--- config.mk ---
export PLATFORM = sky130hd
export DESIGN_NAME = alu_mc
export DESIGN_NICKNAME = d
export VERILOG_FILES = /design/src/rtl/alu_mc_pkg.sv /design/src/rtl/alu_mc_muldiv_iter.sv /design/src/rtl/alu_mc.sv
export SDC_FILE = /design/constraint.sdc
export NUM_CORES = 1
export LEC_CHECK = 0
export BUFFER_PORTS_ARGS = -buffer_cell sky130_fd_sc_hd__clkbuf_2
export CORE_MARGIN = 10
export CORE_UTILIZATION = 39
export DETAILED_ROUTE_END_ITERATION = 8
export GPL_ROUTABILITY_DRIVEN = 0
export SYNTH_ARGS = -nofsm -noshare
export SYNTH_HDL_FRONTEND = slang
export SYNTH_SLANG_ARGS = --single-unit
--- constraint.sdc ---
create_clock -name clk -period 2.8 [get_ports clk]
set_clock_uncertainty 0.05 [all_clocks]
set_input_delay 0.56 -clock clk [delete_from_list [all_inputs] [get_ports clk]]
set_output_delay 0.56 -clock clk [all_outputs]
set_load 0.005 [all_outputs]
--- src/rtl/alu_mc_pkg.sv ---
// Opcode map, FSM state encoding and shared helpers for the multi-cycle ALU.
package alu_mc_pkg;

  localparam logic [3:0] OP_ADD   = 4'b0000;
  localparam logic [3:0] OP_SUB   = 4'b0001;
  localparam logic [3:0] OP_AND   = 4'b0010;
  localparam logic [3:0] OP_OR    = 4'b0011;
  localparam logic [3:0] OP_XOR   = 4'b0100;
  localparam logic [3:0] OP_SLT   = 4'b0101;
  localparam logic [3:0] OP_SHIFT = 4'b0110;
  localparam logic [3:0] OP_SRA   = 4'b0111;
  localparam logic [3:0] OP_MUL   = 4'b1000;
  localparam logic [3:0] OP_ADDI  = 4'b1001;
  localparam logic [3:0] OP_DIV   = 4'b1010;
  localparam logic [3:0] OP_BEQ   = 4'b1011;
  localparam logic [3:0] OP_BNE   = 4'b1100;
  localparam logic [3:0] OP_REM   = 4'b1101;
  localparam logic [3:0] OP_BLT   = 4'b1110;
  localparam logic [3:0] OP_NOP   = 4'b1111;

  typedef enum logic [1:0] {
    S_IDLE,
    S_BUSY,
    S_DONE
  } state_t;

  function automatic logic is_multicycle(input logic [3:0] op);
    return (op == OP_MUL) || (op == OP_DIV) || (op == OP_REM);
  endfunction

endpackage

--- src/rtl/alu_mc_muldiv_iter.sv ---
// Iterative MUL (shift-add) and DIV/REM (restoring, on magnitudes) datapath.
// done is high during the last of WIDTH busy cycles; result/ovf are valid alongside it.
module alu_mc_muldiv_iter
  import alu_mc_pkg::*;
#(
  parameter int unsigned WIDTH = 8
) (
  input  logic             clk,
  input  logic             rst,
  input  logic             start,
  input  logic [3:0]       op,
  input  logic [WIDTH-1:0] a,
  input  logic [WIDTH-1:0] b,
  output logic             done,
  output logic [WIDTH-1:0] result,
  output logic             ovf
);

  localparam int unsigned SHW = $clog2(WIDTH);
  localparam logic [WIDTH-1:0] MIN_VAL = {1'b1, {(WIDTH-1){1'b0}}};

  logic             r_busy;
  logic [SHW-1:0]   r_cnt;
  logic             r_is_mul;
  logic             r_is_rem;
  logic [WIDTH-1:0] r_acc;
  logic [WIDTH-1:0] r_x;
  logic [WIDTH-1:0] r_y;
  logic [WIDTH-1:0] r_a;
  logic             r_neg_q;
  logic             r_neg_r;
  logic             r_div0;
  logic             r_ovf;

  logic [WIDTH-1:0] w_a_mag;
  logic [WIDTH-1:0] w_b_mag;
  logic [WIDTH-1:0] w_rem_sh;
  logic [WIDTH:0]   w_diff;
  logic [WIDTH-1:0] w_acc_nxt;
  logic [WIDTH-1:0] w_x_nxt;
  logic [WIDTH-1:0] w_y_nxt;

  always_comb begin
    w_a_mag = a[WIDTH-1] ? (~a + 1'b1) : a;
    w_b_mag = b[WIDTH-1] ? (~b + 1'b1) : b;
  end

  // MUL: acc accumulates, x is the multiplier (shifts right), y the multiplicand (shifts left).
  // DIV/REM: acc is the partial remainder, x shifts the dividend out and the quotient in.
  always_comb begin
    w_rem_sh  = {r_acc[WIDTH-2:0], r_x[WIDTH-1]};
    w_diff    = {1'b0, w_rem_sh} - {1'b0, r_y};
    w_acc_nxt = r_acc;
    w_x_nxt   = r_x;
    w_y_nxt   = r_y;
    if (r_is_mul) begin
      w_acc_nxt = r_x[0] ? (r_acc + r_y) : r_acc;
      w_x_nxt   = r_x >> 1;
      w_y_nxt   = r_y << 1;
    end else if (!w_diff[WIDTH]) begin
      w_acc_nxt = w_diff[WIDTH-1:0];
      w_x_nxt   = {r_x[WIDTH-2:0], 1'b1};
    end else begin
      w_acc_nxt = w_rem_sh;
      w_x_nxt   = {r_x[WIDTH-2:0], 1'b0};
    end
  end

  always_comb begin
    done   = r_busy && (r_cnt == SHW'(WIDTH - 1));
    ovf    = r_ovf;
    result = '0;
    if (r_is_mul) begin
      result = w_acc_nxt;
    end else if (r_is_rem) begin
      if (r_div0)       result = r_a;
      else if (r_neg_r) result = ~w_acc_nxt + 1'b1;
      else              result = w_acc_nxt;
    end else begin
      if (r_div0)       result = '1;
      else if (r_neg_q) result = ~w_x_nxt + 1'b1;
      else              result = w_x_nxt;
    end
  end

  always_ff @(posedge clk) begin
    if (rst) begin
      r_busy   <= 1'b0;
      r_cnt    <= '0;
      r_is_mul <= 1'b0;
      r_is_rem <= 1'b0;
      r_acc    <= '0;
      r_x      <= '0;
      r_y      <= '0;
      r_a      <= '0;
      r_neg_q  <= 1'b0;
      r_neg_r  <= 1'b0;
      r_div0   <= 1'b0;
      r_ovf    <= 1'b0;
    end else if (start) begin
      r_busy   <= 1'b1;
      r_cnt    <= '0;
      r_is_mul <= (op == OP_MUL);
      r_is_rem <= (op == OP_REM);
      r_acc    <= '0;
      r_x      <= (op == OP_MUL) ? b : w_a_mag;
      r_y      <= (op == OP_MUL) ? a : w_b_mag;
      r_a      <= a;
      r_neg_q  <= a[WIDTH-1] ^ b[WIDTH-1];
      r_neg_r  <= a[WIDTH-1];
      r_div0   <= (b == '0);
      r_ovf    <= (op == OP_DIV) && (a == MIN_VAL) && (b == '1);
    end else if (r_busy) begin
      r_acc <= w_acc_nxt;
      r_x   <= w_x_nxt;
      r_y   <= w_y_nxt;
      if (done) begin
        r_busy <= 1'b0;
        r_cnt  <= '0;
      end else begin
        r_cnt <= r_cnt + 1'b1;
      end
    end
  end

endmodule

--- src/rtl/alu_mc.sv ---
// Multi-cycle ALU with valid/ready handshakes on request and result sides.
// Define ALU_MULDIV_EN to build iterative MUL/DIV/REM; otherwise those opcodes act as NOP.
module alu_mc
  import alu_mc_pkg::*;
#(
  parameter int unsigned WIDTH = 8
) (
  input  logic             clk,
  input  logic             rst,
  input  logic             in_valid,
  output logic             in_ready,
  input  logic [3:0]       opcode,
  input  logic             dir,
  input  logic [WIDTH-1:0] a,
  input  logic [WIDTH-1:0] b,
  output logic             out_valid,
  input  logic             out_ready,
  output logic [WIDTH-1:0] result,
  output logic             zero,
  output logic             negative,
  output logic             carry,
  output logic             overflow,
  output logic             branch_taken
);

  localparam int unsigned SHW = $clog2(WIDTH);

  state_t r_state;
  state_t w_state_nxt;

  logic [WIDTH-1:0] r_result;
  logic             r_zero;
  logic             r_negative;
  logic             r_carry;
  logic             r_overflow;
  logic             r_branch;

  logic             w_accept;
  logic             w_mc;
  logic [WIDTH:0]   w_sum;
  logic [WIDTH:0]   w_dif;
  logic [SHW-1:0]   w_sh;
  logic             w_add_v;
  logic             w_sub_v;
  logic [WIDTH-1:0] w_res;
  logic             w_c;
  logic             w_v;
  logic             w_br;
  logic             w_live;

`ifdef ALU_MULDIV_EN
  logic             w_md_done;
  logic [WIDTH-1:0] w_md_result;
  logic             w_md_ovf;

  assign w_mc = is_multicycle(opcode);

  alu_mc_muldiv_iter #(.WIDTH(WIDTH)) u_muldiv (
    .clk    (clk),
    .rst    (rst),
    .start  (w_accept && w_mc),
    .op     (opcode),
    .a      (a),
    .b      (b),
    .done   (w_md_done),
    .result (w_md_result),
    .ovf    (w_md_ovf)
  );
`else
  assign w_mc = 1'b0;
`endif

  always_comb begin
    w_sum   = {1'b0, a} + {1'b0, b};
    w_dif   = {1'b0, a} - {1'b0, b};
    w_sh    = b[SHW-1:0];
    w_add_v = (a[WIDTH-1] == b[WIDTH-1]) && (w_sum[WIDTH-1] != a[WIDTH-1]);
    w_sub_v = (a[WIDTH-1] != b[WIDTH-1]) && (w_dif[WIDTH-1] != a[WIDTH-1]);
    w_res   = '0;
    w_c     = 1'b0;
    w_v     = 1'b0;
    w_br    = 1'b0;
    w_live  = 1'b1;
    case (opcode)
      OP_ADD, OP_ADDI: begin
        w_res = w_sum[WIDTH-1:0];
        w_c   = w_sum[WIDTH];
        w_v   = w_add_v;
      end
      OP_SUB, OP_BEQ, OP_BNE, OP_BLT: begin
        w_res = w_dif[WIDTH-1:0];
        w_c   = w_dif[WIDTH];
        w_v   = w_sub_v;
        if (opcode == OP_BEQ) w_br = (w_dif[WIDTH-1:0] == '0);
        if (opcode == OP_BNE) w_br = (w_dif[WIDTH-1:0] != '0);
        if (opcode == OP_BLT) w_br = ($signed(a) < $signed(b));
      end
      OP_AND:   w_res = a & b;
      OP_OR:    w_res = a | b;
      OP_XOR:   w_res = a ^ b;
      OP_SLT:   w_res = {{(WIDTH-1){1'b0}}, ($signed(a) < $signed(b))};
      OP_SHIFT: w_res = dir ? (a >> w_sh) : (a << w_sh);
      OP_SRA:   w_res = WIDTH'($signed(a) >>> w_sh);
      default:  w_live = 1'b0;
    endcase
  end

  // DONE with out_ready frees the slot in the same cycle, so a new request may land there.
  always_comb begin
    w_state_nxt = r_state;
    in_ready    = 1'b0;
    out_valid   = 1'b0;
    case (r_state)
      S_IDLE: in_ready = 1'b1;
`ifdef ALU_MULDIV_EN
      S_BUSY: if (w_md_done) w_state_nxt = S_DONE;
`endif
      S_DONE: begin
        out_valid = 1'b1;
        in_ready  = out_ready;
        if (out_ready) w_state_nxt = S_IDLE;
      end
      default: w_state_nxt = S_IDLE;
    endcase
    if (rst) in_ready = 1'b0;
    w_accept = in_valid && in_ready;
    if (w_accept) w_state_nxt = w_mc ? S_BUSY : S_DONE;
  end

  always_ff @(posedge clk) begin
    if (rst) r_state <= S_IDLE;
    else     r_state <= w_state_nxt;
  end

  always_ff @(posedge clk) begin
    if (rst) begin
      r_result   <= '0;
      r_zero     <= 1'b0;
      r_negative <= 1'b0;
      r_carry    <= 1'b0;
      r_overflow <= 1'b0;
      r_branch   <= 1'b0;
    end else if (w_accept && !w_mc) begin
      r_result   <= w_res;
      r_zero     <= w_live && (w_res == '0);
      r_negative <= w_live && w_res[WIDTH-1];
      r_carry    <= w_c;
      r_overflow <= w_v;
      r_branch   <= w_br;
    end
`ifdef ALU_MULDIV_EN
    else if ((r_state == S_BUSY) && w_md_done) begin
      r_result   <= w_md_result;
      r_zero     <= (w_md_result == '0);
      r_negative <= w_md_result[WIDTH-1];
      r_carry    <= 1'b0;
      r_overflow <= w_md_ovf;
      r_branch   <= 1'b0;
    end
`endif
  end

  assign result       = r_result;
  assign zero         = r_zero;
  assign negative     = r_negative;
  assign carry        = r_carry;
  assign overflow     = r_overflow;
  assign branch_taken = r_branch;

endmodule

==> impl_results.rst <==
.. list-table::
   :header-rows: 1

   * - Metric
     - Value
   * - Number of enable flip-flop cells after synthesis
     - 0
   * - Mapped cell area
     - 0.002511 mm2
   * - Crit path required time
     - 2.90 ns
   * - Fmax
     - 0.3656 GHz
   * - Fraction of layout instances using a drive strength above 1
     - 33.56%
   * - Cell types with the highest counts after synthesis
     - sky130_fd_sc_hd__nand2_1, sky130_fd_sc_hd__nor2_1, sky130_fd_sc_hd__ha_1
   * - Cell taking the most area after synthesis
     - sky130_fd_sc_hd__ha_1
   * - Starting density of the core
     - 39.77%
   * - Final worst path period share
     - 97.70%
   * - Number of antenna violations at the first check in global routing
     - 0
   * - Final routed DRC violation total
     - 0
   * - Routed wire per std cell
     - 16.73 um
   * - Count of pins over their slew limit
     - 0
   * - First-pass GRT wire length
     - 14.19 mm
   * - Slack of the worst reg-to-reg path
     - 0.88 ns
   * - Die Y-Extent
     - 100.2 um
   * - Number of clock sinks
     - 14
   * - Final cell count without fillers
     - 521
   * - Mapped Nets
     - 397
   * - Chip width
     - 100.2 um
   * - Most numerous cell in the Yosys netlist
     - sky130_fd_sc_hd__nand2_1
   * - H-tree levels
     - 1
   * - Yosys cell types
     - 70
   * - Layout Nets
     - 498
   * - Final setup vio count
     - 0
   * - Placed insts
     - 516
   * - CP max FO
     - 8
   * - Max-cap viol count
     - 0
   * - Clock Root Buffer
     - sky130_fd_sc_hd__clkbuf_8
   * - Status
     - finished clean
   * - I/O pin count
     - 40
   * - HPWL Detailed
     - 7.274 mm
   * - Primary FF master, synth
     - sky130_fd_sc_hd__dfxtp_1
   * - Layout overhead on the synthesized area
     - 34.93%
   * - Shortest clock period the worst path allows after layout
     - 2.736 ns
   * - Setup repair after global routing missed its margin
     - yes
   * - Antenna viol nets, final
     - 0
   * - Power per cell area
     - 281.5 mW/mm2
   * - Core Box Area
     - 0.006314 mm2
   * - Post-Syn Instances
     - 345
   * - Category of the worst setup path capture point
     - flip-flop
   * - Clock buffer depth
     - 2
   * - Global-route total usage across every layer
     - 16.67%
   * - Vias in the first global route
     - 2986
   * - Number of vias in the routed layout
     - 3023
   * - Port Buffer Count
     - 39
   * - Total wire length after detailed routing
     - 8.714 mm
   * - Hold-fix buffer count after cts
     - 0
   * - Full die area
     - 0.01005 mm2
   * - Max-slew headroom
     - 45.61%
   * - Startpoint class of the critical path
     - primary input
   * - Register clock-pin slew on the reported worst setup and hold paths
     - 0.05 ns
   * - Row Count
     - 29
   * - Count of inserted antenna diode cells
     - 0
   * - Top post-synthesis cells by area
     - sky130_fd_sc_hd__ha_1, sky130_fd_sc_hd__dfxtp_1, sky130_fd_sc_hd__nand2_1
   * - Number of inserted filler cells in the final layout
     - 641
   * - First-pass detailed-route iteration total
     - 5
   * - Pin slew with the least headroom to its limit
     - 0.8092 ns
   * - Area fraction of the dominant cell type after synthesis
     - 12.46%
   * - Static Leak
     - 0.001591 uW
   * - Vias per cell
     - 5.802
   * - Worst Hold Class
     - reg -> reg
   * - CTS tree
     - built
   * - Post-Synthesis Mean Instance Area
     - 7.279 um2
   * - Flip-flop and latch count after synthesis
     - 14
   * - Final total negative setup slack
     - 0 ns
   * - Worst-skew pair later-pin latency
     - 0.24 ns
   * - Number of warnings printed during yosys synthesis
     - 0
   * - GR Overflow Total
     - 0
   * - Category of the most critical setup path
     - in -> reg
   * - Number of buffers inserted during clock tree synthesis
     - 3
   * - Largest net degree at the start of global routing
     - 22
   * - Post-synthesis sequential area ratio
     - 11.16%
   * - Async set or reset register ratio after synthesis
     - 0%
   * - WP data arrival
     - 2.83 ns
   * - DR iter-0 viols
     - 240
   * - Fin. Hold Viols
     - 0
   * - Peak supply drop
     - 264.9 uV
==> worst max-delay path, stage by stage <==
cell	delay (ns)
sky130_fd_sc_hd__clkbuf_2	0.13
sky130_fd_sc_hd__inv_1	0.07
sky130_fd_sc_hd__ha_1	0.33
sky130_fd_sc_hd__buf_4	0.18
sky130_fd_sc_hd__nor3_2	0.19
sky130_fd_sc_hd__nand2_1	0.16
sky130_fd_sc_hd__nand3b_1	0.15
sky130_fd_sc_hd__xnor2_1	0.17
sky130_fd_sc_hd__o2111a_1	0.28
sky130_fd_sc_hd__nand3_1	0.09
sky130_fd_sc_hd__or3_1	0.33
sky130_fd_sc_hd__o41ai_2	0.19
==> power breakdown <==
group	switching (uW)	internal [uW]
clock	65.5	95.0
sequential	6.25	212
combinational	301	274
==> cells by family after synthesis <==
kind of cell | Yosys count | share of synthesized area [%]
muxes | 10 | 5.630
buffers and inverters | 46 | 9.267
and+or+nand+nor | 126 | 25.41
AOI/OAI and AO/OA | 115 | 32.04
DFF | 14 | 11.16
adders and majority gates | 27 | 14.05
xor gates and xnor gates | 7 | 2.442
==> registers in the layout (all words and copies together) (netlist names) <==
name          flops
negative          1
zero              1
r_state           1
branch_taken      1
carry             1
overflow          1
result            8
==> final cells by class <==
cell class	count	area, um2	share of cell area [%]
timing repair buffer	118	814.5	24.04
clock buffer	3	41.29	1.219
sequential	14	280.3	8.272
inverter	24	92.59	2.733
tap	77	96.34	2.843
multi-input combinational	285	2063	60.89
==> layer usage <==
metal,routed length [um],up-vias,GRT usage [%]
li1,-,1483,-
met1,3714,1376,20.35
met2,4005,131,28.24
met3,618,33,2.679
met4,376,0,6.848
met5,0,-,0
==> cells in the final DEF (no fill, tap or decap), types with 6 or more instances in the layout <==
cell type,Yosys,routed
sky130_fd_sc_hd__o21ai_1,6,7
sky130_fd_sc_hd__nor2_1,27,27
sky130_fd_sc_hd__o211ai_1,7,7
sky130_fd_sc_hd__ha_1,25,23
sky130_fd_sc_hd__nand2_1,41,41
sky130_fd_sc_hd__clkbuf_2,0,36
sky130_fd_sc_hd__nand3_1,7,7
sky130_fd_sc_hd__o21ai_0,19,18
sky130_fd_sc_hd__nor3_1,12,9
sky130_fd_sc_hd__a31oi_1,7,6
sky130_fd_sc_hd__a21oi_1,24,23
sky130_fd_sc_hd__inv_1,23,22
sky130_fd_sc_hd__buf_4,4,78
sky130_fd_sc_hd__dfxtp_1,14,14
sky130_fd_sc_hd__nand2b_1,7,7
==> metrics by stage <==
step           area (um2)  hold WS, ns  util, %  total power, uW  worst slack [ns]
6_report             3388       0.4013    53.67            953.7           0.06446
5_1_grt              3388       0.4283    53.67             1019          -0.07288
4_1_cts              3289       0.4023    52.10            927.6         0.0008573
3_5_place_dp         3248       0.3899    51.45            768.2           -0.2476
3_3_place_gp         3248       0.3852    51.45            760.9           -0.1731
2_1_floorplan        2521       0.3987        -            530.2           0.01506
==> worst paths after layout <==
path,endpoint,cells after the start,start
setup reg to reg,zero,7,r_state[1]
hold reg to reg,result[3],1,result[3]
hold / removal,result[3],1,result[3]
setup / recovery,zero,12,a[2]
==> repair_timing <==
action                                  in CTS  in global routing
endpoints found under the setup margin       0                  3
resized for setup                            0                 23
buffers inserted                             0                  2
hold endpoints to repair                     0                  0
Note: power is estimated with default switching activity, not from simulation.
